**src/rtl/mem_trace_reader_if.sv**
```systemverilog
// Split request/response 32-bit memory port; ack accepts a request, resp returns its read data.
// No internal state or latency of its own.
// Backpressure: the slave withholds ack; the master keeps req and addr stable until acked.
interface MemSplit32;
    logic        req;
    logic        we;
    logic [31:0] addr;
    logic [3:0]  be;
    logic [31:0] wdata;
    logic        ack;
    logic        resp;
    logic [31:0] rdata;

    modport Master (output req, we, addr, be, wdata, input ack, resp, rdata);
    modport Slave  (input req, we, addr, be, wdata, output ack, resp, rdata);
endinterface

```
**src/rtl/mem_trace_reader.sv**
```systemverilog
// Reads trace entries (address, data, write flag) over MemSplit32 and streams one record per entry.
// Latency: first req 2 cycles after start; 7 cycles per entry with ack=1 and 1-cycle resp.
// Backpressure: bus fetches wait for a free FIFO slot, so a stalled sink stalls reads and drops nothing.
module mem_trace_fifo #(
    parameter int WIDTH = 8,
    parameter int DEPTH = 4
) (
    input  logic             clk,
    input  logic             rst,
    input  logic             push_vld,
    input  logic [WIDTH-1:0] push_dat,
    output logic             full,
    output logic             empty,
    output logic             head_vld,
    input  logic             head_rdy,
    output logic [WIDTH-1:0] head_dat
);
    localparam int AW = $clog2(DEPTH);
    localparam logic [AW:0] DEPTH_CNT = (AW+1)'(DEPTH);

    logic [WIDTH-1:0] mem [DEPTH];
    logic [AW-1:0]    wr_ptr;
    logic [AW-1:0]    rd_ptr;
    logic [AW:0]      count;
    logic             do_push;
    logic             do_pop;

    assign empty    = (count == '0);
    assign full     = (count == DEPTH_CNT);
    assign head_vld = !empty;
    assign head_dat = mem[rd_ptr];
    assign do_pop   = head_vld && head_rdy;
    // A full FIFO still takes a push when the head leaves in the same cycle.
    assign do_push  = push_vld && (!full || do_pop);

    always_ff @(posedge clk) begin
        if (rst) begin
            wr_ptr <= '0;
            rd_ptr <= '0;
            count  <= '0;
            for (int i = 0; i < DEPTH; i++) begin
                mem[i] <= '0;
            end
        end else begin
            if (do_push) begin
                mem[wr_ptr] <= push_dat;
                wr_ptr      <= wr_ptr + 1'b1;
            end
            if (do_pop) begin
                rd_ptr <= rd_ptr + 1'b1;
            end
            case ({do_push, do_pop})
                2'b10:   count <= count + 1'b1;
                2'b01:   count <= count - 1'b1;
                default: count <= count;
            endcase
        end
    end
endmodule

module mem_trace_reader #(
    parameter int          CAPACITY   = 256,
    parameter logic [31:0] BASE_ADDR  = 32'h0,
    parameter int          FIFO_DEPTH = 4
) (
    input  logic                          clk,
    input  logic                          rst,
    input  logic                          start_i,
    input  logic [$clog2(CAPACITY):0]     num_entries_i,
    output logic                          busy_o,
    output logic                          done_o,
    MemSplit32.Master                     trace_if,
    output logic                          rec_valid_o,
    input  logic                          rec_ready_i,
    output logic [$clog2(CAPACITY)-1:0]   rec_idx_o,
    output logic [31:0]                   rec_addr_o,
    output logic [31:0]                   rec_data_o,
    output logic                          rec_we_o
);
    localparam int IW = $clog2(CAPACITY);
    localparam int CW = IW + 1;
    localparam logic [CW-1:0] CAP_CNT = CW'(CAPACITY);

    typedef struct packed {
        logic [IW-1:0] idx;
        logic [31:0]   addr;
        logic [31:0]   data;
        logic          we;
    } rec_t;

    typedef enum logic [2:0] {
        S_IDLE,
        S_CHECK,
        S_REQ,
        S_WAIT,
        S_DRAIN,
        S_DONE
    } state_t;

    state_t        state;
    state_t        state_d;
    logic [CW-1:0] cnt;
    logic [CW-1:0] idx;
    logic [1:0]    field;
    logic [31:0]   addr_q;
    logic [31:0]   data_q;
    logic          req;
    logic          push;
    logic          fifo_full;
    logic          fifo_empty;
    rec_t          push_rec;
    rec_t          head_rec;

    always_comb begin
        state_d = state;
        req     = 1'b0;
        push    = 1'b0;
        case (state)
            S_IDLE:  if (start_i) state_d = S_CHECK;
            S_CHECK: begin
                if (idx == cnt)      state_d = S_DRAIN;
                else if (!fifo_full) state_d = S_REQ;
            end
            S_REQ: begin
                req = 1'b1;
                if (trace_if.ack) state_d = S_WAIT;
            end
            S_WAIT: begin
                if (trace_if.resp) begin
                    if (field == 2'd2) begin
                        push    = 1'b1;
                        state_d = S_CHECK;
                    end else begin
                        state_d = S_REQ;
                    end
                end
            end
            S_DRAIN: if (fifo_empty) state_d = S_DONE;
            S_DONE:  state_d = S_IDLE;
            default: state_d = S_IDLE;
        endcase
    end

    always_ff @(posedge clk) begin
        if (rst) begin
            state  <= S_IDLE;
            cnt    <= '0;
            idx    <= '0;
            field  <= '0;
            addr_q <= '0;
            data_q <= '0;
        end else begin
            state <= state_d;
            if (state == S_IDLE && start_i) begin
                cnt   <= (num_entries_i > CAP_CNT) ? CAP_CNT : num_entries_i;
                idx   <= '0;
                field <= '0;
            end
            // resp outside WAIT has no outstanding request behind it and is dropped.
            if (state == S_WAIT && trace_if.resp) begin
                case (field)
                    2'd0:    addr_q <= trace_if.rdata;
                    2'd1:    data_q <= trace_if.rdata;
                    default: ;
                endcase
                if (field == 2'd2) begin
                    field <= '0;
                    idx   <= idx + 1'b1;
                end else begin
                    field <= field + 1'b1;
                end
            end
        end
    end

    assign push_rec = '{idx: idx[IW-1:0], addr: addr_q, data: data_q, we: trace_if.rdata[0]};

    mem_trace_fifo #(
        .WIDTH ($bits(rec_t)),
        .DEPTH (FIFO_DEPTH)
    ) u_fifo (
        .clk      (clk),
        .rst      (rst),
        .push_vld (push),
        .push_dat (push_rec),
        .full     (fifo_full),
        .empty    (fifo_empty),
        .head_vld (rec_valid_o),
        .head_rdy (rec_ready_i),
        .head_dat (head_rec)
    );

    assign rec_idx_o  = head_rec.idx;
    assign rec_addr_o = head_rec.addr;
    assign rec_data_o = head_rec.data;
    assign rec_we_o   = head_rec.we;

    assign busy_o = (state != S_IDLE) && (state != S_DONE);
    assign done_o = (state == S_DONE);

    assign trace_if.req   = req;
    assign trace_if.we    = 1'b0;
    assign trace_if.be    = 4'hF;
    assign trace_if.wdata = 32'h0;
    assign trace_if.addr  = BASE_ADDR + (32'(idx) << 4) + (32'(field) << 2);
endmodule

```
**src/flat_wrapper.sv**
```systemverilog
// flat-port wrapper written by rule: the top's interface ports become plain ports
module mem_trace_reader_flat 
#(
    parameter int          CAPACITY   = 256,
    parameter logic [31:0] BASE_ADDR  = 32'h0,
    parameter int          FIFO_DEPTH = 4
)
  (clk, rst, start_i, num_entries_i, busy_o, done_o, rec_valid_o, rec_ready_i, rec_idx_o, rec_addr_o, rec_data_o, rec_we_o, trace_if_req, trace_if_we, trace_if_addr, trace_if_be, trace_if_wdata, trace_if_ack, trace_if_resp, trace_if_rdata);
  MemSplit32 trace_if_i ();
  input  logic clk;
  input  logic rst;
  input  logic start_i;
  input  logic [$clog2(CAPACITY):0] num_entries_i;
  output logic busy_o;
  output logic done_o;
  output logic rec_valid_o;
  input  logic rec_ready_i;
  output logic [$clog2(CAPACITY)-1:0] rec_idx_o;
  output logic [31:0] rec_addr_o;
  output logic [31:0] rec_data_o;
  output logic rec_we_o;
  output wire logic [$bits(trace_if_i.req)-1:0] trace_if_req;
  output wire logic [$bits(trace_if_i.we)-1:0] trace_if_we;
  output wire logic [$bits(trace_if_i.addr)-1:0] trace_if_addr;
  output wire logic [$bits(trace_if_i.be)-1:0] trace_if_be;
  output wire logic [$bits(trace_if_i.wdata)-1:0] trace_if_wdata;
  input wire logic [$bits(trace_if_i.ack)-1:0] trace_if_ack;
  input wire logic [$bits(trace_if_i.resp)-1:0] trace_if_resp;
  input wire logic [$bits(trace_if_i.rdata)-1:0] trace_if_rdata;
  assign trace_if_req = trace_if_i.req;
  assign trace_if_we = trace_if_i.we;
  assign trace_if_addr = trace_if_i.addr;
  assign trace_if_be = trace_if_i.be;
  assign trace_if_wdata = trace_if_i.wdata;
  assign trace_if_i.ack = trace_if_ack;
  assign trace_if_i.resp = trace_if_resp;
  assign trace_if_i.rdata = trace_if_rdata;
  mem_trace_reader #(.CAPACITY(CAPACITY), .BASE_ADDR(BASE_ADDR), .FIFO_DEPTH(FIFO_DEPTH)) u_core (.clk(clk), .rst(rst), .start_i(start_i), .num_entries_i(num_entries_i), .busy_o(busy_o), .done_o(done_o), .trace_if(trace_if_i), .rec_valid_o(rec_valid_o), .rec_ready_i(rec_ready_i), .rec_idx_o(rec_idx_o), .rec_addr_o(rec_addr_o), .rec_data_o(rec_data_o), .rec_we_o(rec_we_o));
endmodule
```
**config.mk**
```make
export PLATFORM = sky130hd
export DESIGN_NAME = mem_trace_reader_flat
export DESIGN_NICKNAME = d
export VERILOG_FILES = /design/src/rtl/mem_trace_reader_if.sv /design/src/rtl/mem_trace_reader.sv /design/src/flat_wrapper.sv
export SDC_FILE = /design/constraint.sdc
export NUM_CORES = 1
export LEC_CHECK = 0
export CAP_MARGIN = 15
export CORE_MARGIN = 3
export CORE_UTILIZATION = 27
export CTS_CLUSTER_DIAMETER = 60
export DETAILED_ROUTE_END_ITERATION = 8
export PLACE_DENSITY = 0.45
export SLEW_MARGIN = 15
export SYNTH_ARGS = -nofsm -noshare
export SYNTH_HDL_FRONTEND = slang
export SYNTH_SLANG_ARGS = --single-unit
```
**constraint.sdc**
```tcl
create_clock -name clk -period 9.9 [get_ports clk]
set_input_delay 1.485 -clock clk [delete_from_list [all_inputs] [get_ports clk]]
set_output_delay 1.485 -clock clk [all_outputs]
set_load 0.02 [all_outputs]
```
### Word level (Yosys, flattened, before mapping)

Memory sizes are Yosys's and may differ from the RTL's. A register that Yosys moved wholly into a read port is not among the register bits.
Cells that the tools add are included.

| storage, ports and cells | value |
|---|---|
| register bits | 94 |
| RAM bits | 292 |
| input bits | 47 |
| output and inout port bits | 146 |
| logic and storage cells | 83 |
| memories kept | 1 |

| cells by class | value |
|---|---|
| add/subtract/negate cells | 7 |
| magnitude comparators | 1 |
| equal/unequal tests | 17 |
| muxes and demuxes | 30 |
| reductions and logical operators | 18 |

Memories:

| name | depth | width | read ports | clocked after Yosys merged registers in | wr ports | line | RTL |
|---|---|---|---|---|---|---|---|
| u_core.u_fifo.mem | 4 | 73 | 1 | 1 | 4 | mem_trace_reader.sv:21 | `logic [WIDTH-1:0] mem [DEPTH];` |

Operators by type and width:

| cell | number |
|---|---|
| $mux W73 | 1 |
| $reduce_or A73 Y1 | 1 |
| $mux W9 | 4 |
| $mux W3 | 6 |
| $pmux W3 S5 | 1 |
| $add A13 B4 Y14 | 1 |
| $mux W2 | 7 |
| $mux W1 | 10 |
| $add A9 B1 Y9 const B | 1 |
| $eq A3 B3 Y1 const B | 3 |
| $eq A9 B9 Y1 | 1 |
| $gt A9 B9 Y1 const B | 1 |
| $ne A2 B2 Y1 const B | 4 |
| $add A2 B1 Y2 const B | 3 |
| $eq A3 B2 Y1 const B | 2 |
| $logic_not A3 Y1 | 2 |
| $ne A3 B3 Y1 const B | 2 |
| $pmux W3 S2 | 1 |
| $logic_and A1 B1 Y1 | 5 |
| $reduce_and A5 Y1 | 1 |
| $eq A2 B1 Y1 const B | 2 |
| $eq A2 B2 Y1 const B | 2 |
| $reduce_and A2 Y1 | 2 |
| $reduce_bool A2 Y1 | 2 |
| 7 further kinds | 8 |

### Longest topological paths before layout

Gate-level depths: netlist of the first run.

| logic depth | value |
|---|---|
| depth after elaboration | 10 |
| mapped depth | 9 |
| gate-level depth less buffers | 9 |

### Cells and area by module

Synthesis of the first run repeated with hierarchy kept, for this count alone.

| unflattened totals | value |
|---|---|
| cell total of the unflattened synthesis | 1,247 |
| area, all modules | 16,901.2 um2 |

Modules (own cells, without submodules):

| module | times used | cells an instance | area each (um2) | seq. area each (um2) |
|---|---|---|---|---|
| mem_trace_fifo | 1 | 759 | 13,028.7 | 8,948.6 |
| mem_trace_reader | 1 | 488 | 3,872.5 | 1,741.7 |

### Least setup slack after synthesis of the first run

Ideal clock, no wire load.

| path | value |
|---|---|
| path type | input port to flip-flop |
| start | input port trace_if_resp |
| end | memory u_core.u_fifo.mem[1][0] in the netlist's numbering (enable) |
| library setup time | 0.605 ns |
| arrival time | 7.182 ns |
| data required time | 9.295 ns |
| setup slack | 2.113 ns |
| stages on the path | 4 |
| buffers on the path | 0 |
| cells stage by stage | nand4b_2 nor3_2 nand2_1 o21ai_0 |

RTL lines:

| what | line | RTL |
|---|---|---|
| from (decl) | flat_wrapper.sv:28 | `input wire logic [$bits(trace_if_i.resp)-1:0] trace_if_resp;` |
| to (decl) | mem_trace_reader.sv:21 |  |

==> results_dict.tcl, run 1 <==
set metrics [dict create \
    grt_pass1_wl_um 67500 \
    syn_inst 1248 \
    synth_edf_count 292 \
    pwr-share-comb_pct 7.1 \
    top_level_ports 193 \
    synth-main-ff-cell "edfxtp_1" \
    power.switching_uw 908 \
    synth_cell_types 50 \
    synth_top_area_cell "edfxtp_1" \
    fp.dieH_um 255 \
    postCtsHoldBufs 0 \
    hp-class "reg2reg" \
    cts_num_sinks 388 \
    maxSlewViolCount 0 \
    die_x_um 255 \
    grt_pass1_vias 10213 \
    portBuffers 134 \
    synth_top_family_by_area "simple AND/OR/NAND/NOR gates" \
    synth_top_area_share_pct 52.2 \
    cts_tree "built" \
    dr.pass1.iters 5 \
    htreeDepth 2 \
    numCtsBuffers 46 \
    status "completed" \
    synth.avg_cell_area_um2 13.5 \
    area_growth_pct 21.0 \
    route.detailed.drc 0 \
    vias 9730 \
    rsz0062_at_grt "no" \
    end_kind "output pin" \
    start_util_pct 27.6 \
    hold_viol 0 \
    synthMuxAreaShare_pct 9.85 \
    synth_compound_area_share_pct 3.11 \
    placed_area_um2 18800 \
    worst-setup-path-type "reg2out" \
    synth.area.top_cells "edfxtp_1 (52%), dfxtp_1 (11%), and2_1 (11%)" \
    finalSetupTns_ps 0 \
    insertion_delay_ps 570 \
    finalSetupViolCount 0 \
    synth-adder-area-share_pct 0.268 \
    crit_required_ps 8420 \
    swShare_pct 23.6 \
    maxSlewHeadroom_pct 32.8 \
    crit_arrival_ps 3570 \
    drive_above_1_share_pct 13.1 \
    worstPathMaxFanout 44 \
    num_rows 90 \
    overflow 0 \
    synthSimpleGateAreaFrac_pct 17.0 \
    die-area_um2 65200 \
    clkTransAtPathRegs_ps 60 \
    crit_path_start_kind "register" \
    fin_crit_ps 5050 \
    drtAntennaViolNets 0 \
    drt-total-wl_um 45000 \
    drtIter0Drc 552 \
    ys_seq_elements 388 \
    post-route-period-util_pct 51.0 \
    p_leak_nw 7.05 \
    fin_worst_skew_ps 21.0 \
    gp_congestion 0.713 \
    max_cap_violations 0 \
    hpwl_um 25500 \
    routedWlPerCell_um 20.2 \
    power_frac_seq_pct 48.1 \
    p_int_mw 2.94 \
    synthArstFlopShare_pct 0 \
    vdd_drop_max_uv 108 \
    yosys.cell_count.top_type "and2_1" \
    fmax_ghz 0.198 \
    track_usage_pct 13.6 \
    synth.yosys.seq_area_share_pct 63.6 \
    netlist_top_cells_count "and2_1 (294), edfxtp_1 (292), nand2_1 (142)" \
    design_area_um2 20300 \
    netlist_area_um2 16800 \
    antenna_found_initial 1 \
    cts_resized 0 \
    synthXorXnorAreaFrac_pct 0.991 \
    post_drt_via_cell_ratio 4.36 \
    tightest_slew_ps 1010 \
    post_cts.repair.setup_buffers 0 \
    fp.coreArea_um2 60900 \
    power.density_nw_per_um2 189 \
    grt_max_degree 75 \
    fin_nets 1413 \
    ys_warn_count 0 \
    clockBufferDepth 3 \
    cts_root_buffer "clkbuf_16" \
    clock_power_share_pct 44.8 \
]
## flip-flops by register name, indices dropped and copies added (netlist names), named ones only
name                  cells
u_core.u_fifo.mem       292
u_core.addr_q            32
u_core.data_q            32
u_core.cnt                9
u_core.idx                9
u_core.state              3
u_core.u_fifo.count       3
u_core.field              2
u_core.u_fifo.rd_ptr      2
u_core.u_fifo.wr_ptr      2
## cell type report
type	count	area, um^2
fillers	6007	40600
flip-flops and latches	388	10700
multi-input cells	769	5530
repair buffers	151	1470
clock buffers	66	1350
well taps	828	1040
clock inverters	20	213
inverters	7	26.3
diodes	1	2.50
## metal layers
layer	global-route usage (%)	share of wire, %	routed length [um]
met2	23.0	48	21600
met3	3.17	5.4	2410
met1	17.7	45	20100
met4	3.63	2.0	883
met5	0	0	0
## metrics by stage
| step | util (%) | hold WS, ps | power [mW] | std cells | setup slack (ps) |
|---|---|---|---|---|---|
| after floorplan | - | 448 | 2.06 | 1304 | 2110 |
| after global placement | 30.8 | 460 | 2.16 | 2143 | 4840 |
| after detailed placement | 30.8 | 461 | 2.16 | 2143 | 4810 |
| after CTS | 33.3 | 469 | 3.90 | 2229 | 4680 |
| after global routing | 33.4 | 494 | 3.99 | 2229 | 4550 |
| final | 33.4 | 468 | 3.84 | 2230 | 4850 |
## critical path: stages (launching register included)
cell and delay, ps:
dfxtp_4 800, buf_4 900, mux4_2 660, clkdlybuf4s50_1 580
## layout by cell type, fill, tap and decap left out, types with 7 or more instances in the layout
master	n
nor3b_1	9
nand2_1	142
clkbuf_16	47
nor2_1	26
clkdlybuf4s50_1	133
mux4_2	73
clkbuf_8	10
clkinv_2	8
a21oi_1	82
xor2_1	14
conb_1	58
dfxtp_1	94
and2_1	294
edfxtp_1	292
buf_4	18
clkbuf_1	9
or3_1	7
## power groups by stage
stage,logic [mW],registers (mW),clock network [mW]
2_1_floorplan,0.189,1.87,0
3_3_place_gp,0.280,1.88,0
3_5_place_dp,0.279,1.88,0
4_1_cts,0.280,1.85,1.78
5_1_grt,0.300,1.86,1.83
6_report,0.275,1.85,1.72
## final timing paths
| check | startpoint | endpoint | slack [ps] | cells after the start |
|---|---|---|---|---|
| setup / recovery | register | rec_addr_o[13] | 4850 | 3 |
| hold / removal | u_core.cnt[8]$_SDFFE_PP0P_ | u_core.cnt[8]$_SDFFE_PP0P_ | 470 | 2 |
| setup reg to reg | u_core.state[1]$_SDFFE_PP0P_ | u_core.u_fifo.mem[1][59]$_SDFFCE_PN0P_ | 6210 | 7 |
| hold reg to reg | u_core.cnt[8]$_SDFFE_PP0P_ | u_core.cnt[8]$_SDFFE_PP0P_ | 470 | 2 |
## cells by family after synthesis
| logic type | after synthesis |
|---|---|
| adder cells (fa/ha/maj) | 3 |
| other | 2 |
| XOR/XNOR | 19 |
| multiplexers | 74 |
| flip-flops | 388 |
| buffers and inverters | 147 |
| AO/OA/AOI/OAI | 98 |
| AND/OR/NAND/NOR | 517 |
Note: power is estimated with default switching activity, not from simulation.
==> inputs of run 2 (changes only) <==
- clock period: 9.9 -> 5.2 ns (I/O delays scaled with it)
==> results_dict.tcl, run 2 (synthesized netlist as in run 1, its figures left out) <==
set metrics [dict create \
    layout_setup_ws_ps 1430 \
    fill_cells 6013 \
    area_growth_pct 20.2 \
    grt_use_met3_pct 2.77 \
    top_level_ports 193 \
    track_usage_pct 13.5 \
    rsz0062_at_grt "no" \
    power.density_nw_per_um2 349 \
    numCtsBuffers 44 \
    fin_worst_skew_ps 14.1 \
    post_drt_via_cell_ratio 4.32 \
    grt.busiest_layer "met2" \
    routedWlPerCell_um 20.0 \
    drtIter0Drc 456 \
    die-area_um2 65200 \
    antenna_found_initial 4 \
    drive_above_1_share_pct 12.3 \
    cts_root_buffer "clkbuf_16" \
    hpwl_um 24700 \
    vdd_drop_max_uv 199 \
    holdWs_ps 471 \
    fin_crit_ps 3770 \
    max_cap_violations 0 \
    register_area_um2 10700 \
    status "completed" \
    post-route-period-util_pct 72.4 \
    fp.coreArea_um2 60900 \
    gp_congestion 0.672 \
    route.detailed.drc 0 \
    vias 9629 \
    clkTransAtPathRegs_ps 60 \
    fin_nets 1412 \
    maxSlewHeadroom_pct 32.1 \
    top_register "u_core.u_fifo.mem" \
    final_common_cell "and2_1" \
    hp-class "reg2reg" \
    clockBufferDepth 3 \
    grt_max_degree 74 \
    maxSlewViolCount 0 \
    fmax_ghz 0.266 \
    overflow 0 \
    postCtsHoldBufs 0 \
    grt_pass1_vias 10155 \
    crit_arrival_ps 2990 \
    die_x_um 255 \
    hold_viol 0 \
    cts_resized 0 \
    finalSetupViolCount 0 \
    crit_path_start_kind "register" \
    multi_input_area_um2 5530 \
    use_met2_pct 22.5 \
    cts_num_sinks 388 \
    dr.pass1.iters 4 \
    reg.largest.list "u_core.u_fifo.mem: 292 flops, u_core.addr_q: 32 flops, u_core.data_q: 32 flops" \
    htreeDepth 2 \
    worstPathMaxFanout 34 \
    portBuffers 134 \
    fp.dieH_um 255 \
    p_leak_nw 6.97 \
    grt_pass1_wl_um 66700 \
    end_kind "output pin" \
    grt_use_met1_pct 18.0 \
    cts_tree "built" \
    insertion_delay_ps 560 \
    post_cts.repair.setup_buffers 0 \
    mostFrequentLayoutCells "and2_1 (293), edfxtp_1 (292), nand2_1 (141), clkdlybuf4s50_1 (133), dfxtp_1 (94)" \
    drtAntennaViolNets 0 \
    worst-setup-path-type "reg2out" \
    crit_required_ps 4420 \
    drt-total-wl_um 44600 \
    largest_reg_flops 292 \
    dp_slack_ps 1600 \
    start_util_pct 27.6 \
    tightest_slew_ps 1020 \
    num_rows 90 \
]
[run 2: final timing paths]
check                               startpoint  slack [ps]                                     end  depth (start not counted)
setup / recovery                      register        1430                           rec_addr_o[3]                          3
hold / removal      u_core.cnt[8]$_SDFFE_PP0P_         470              u_core.cnt[8]$_SDFFE_PP0P_                          2
setup reg to reg  u_core.state[1]$_SDFFE_PP0P_        2220  u_core.u_fifo.mem[0][27]$_SDFFCE_PN0P_                          6
hold reg to reg     u_core.cnt[8]$_SDFFE_PP0P_         470              u_core.cnt[8]$_SDFFE_PP0P_                          2
[run 2: cell type report]
cell class	count	area share, %
diodes	3	0.0372
clock buffers	63	6.06
clock inverters	18	0.781
inverters	7	0.130
multi-input cells	769	27.4
flip-flops and latches	388	53.0
well taps	828	5.13
repair buffers	152	7.49
[run 2: routing by layer]
layer | vias up | wire [um]
met1 | 4811 | 20100
li1 | 4527 | -
met3 | 60 | 2250
met4 | 0 | 884
met5 | - | 0
met2 | 231 | 21300
[run 2: critical path, cell delays in order, from the launching register on]
cell	delay, ps
dfxtp_4	790
buf_12	390
mux4_2	640
clkdlybuf4s50_1	580
[run 2: stage by stage]
stage	instance area, um^2	total power [mW]	setup TNS, ps	utilization, %	std cells
3_3_place_gp	18800	4.11	0	30.9	2144
4_1_cts	20200	7.15	0	33.1	2225
2_1_floorplan	17000	3.91	-274710	-	1304
3_5_place_dp	18800	4.11	0	30.9	2144
6_report	20200	7.04	0	33.1	2228
5_1_grt	20200	7.32	0	33.1	2226
[run 2: where the power goes]
part / internal (mW) / switching (mW) / leakage, nW
sequential: 3.44 / 0.0808 / 3.77
clock: 1.75 / 1.26 / 0.673
combinational: 0.190 / 0.332 / 2.52
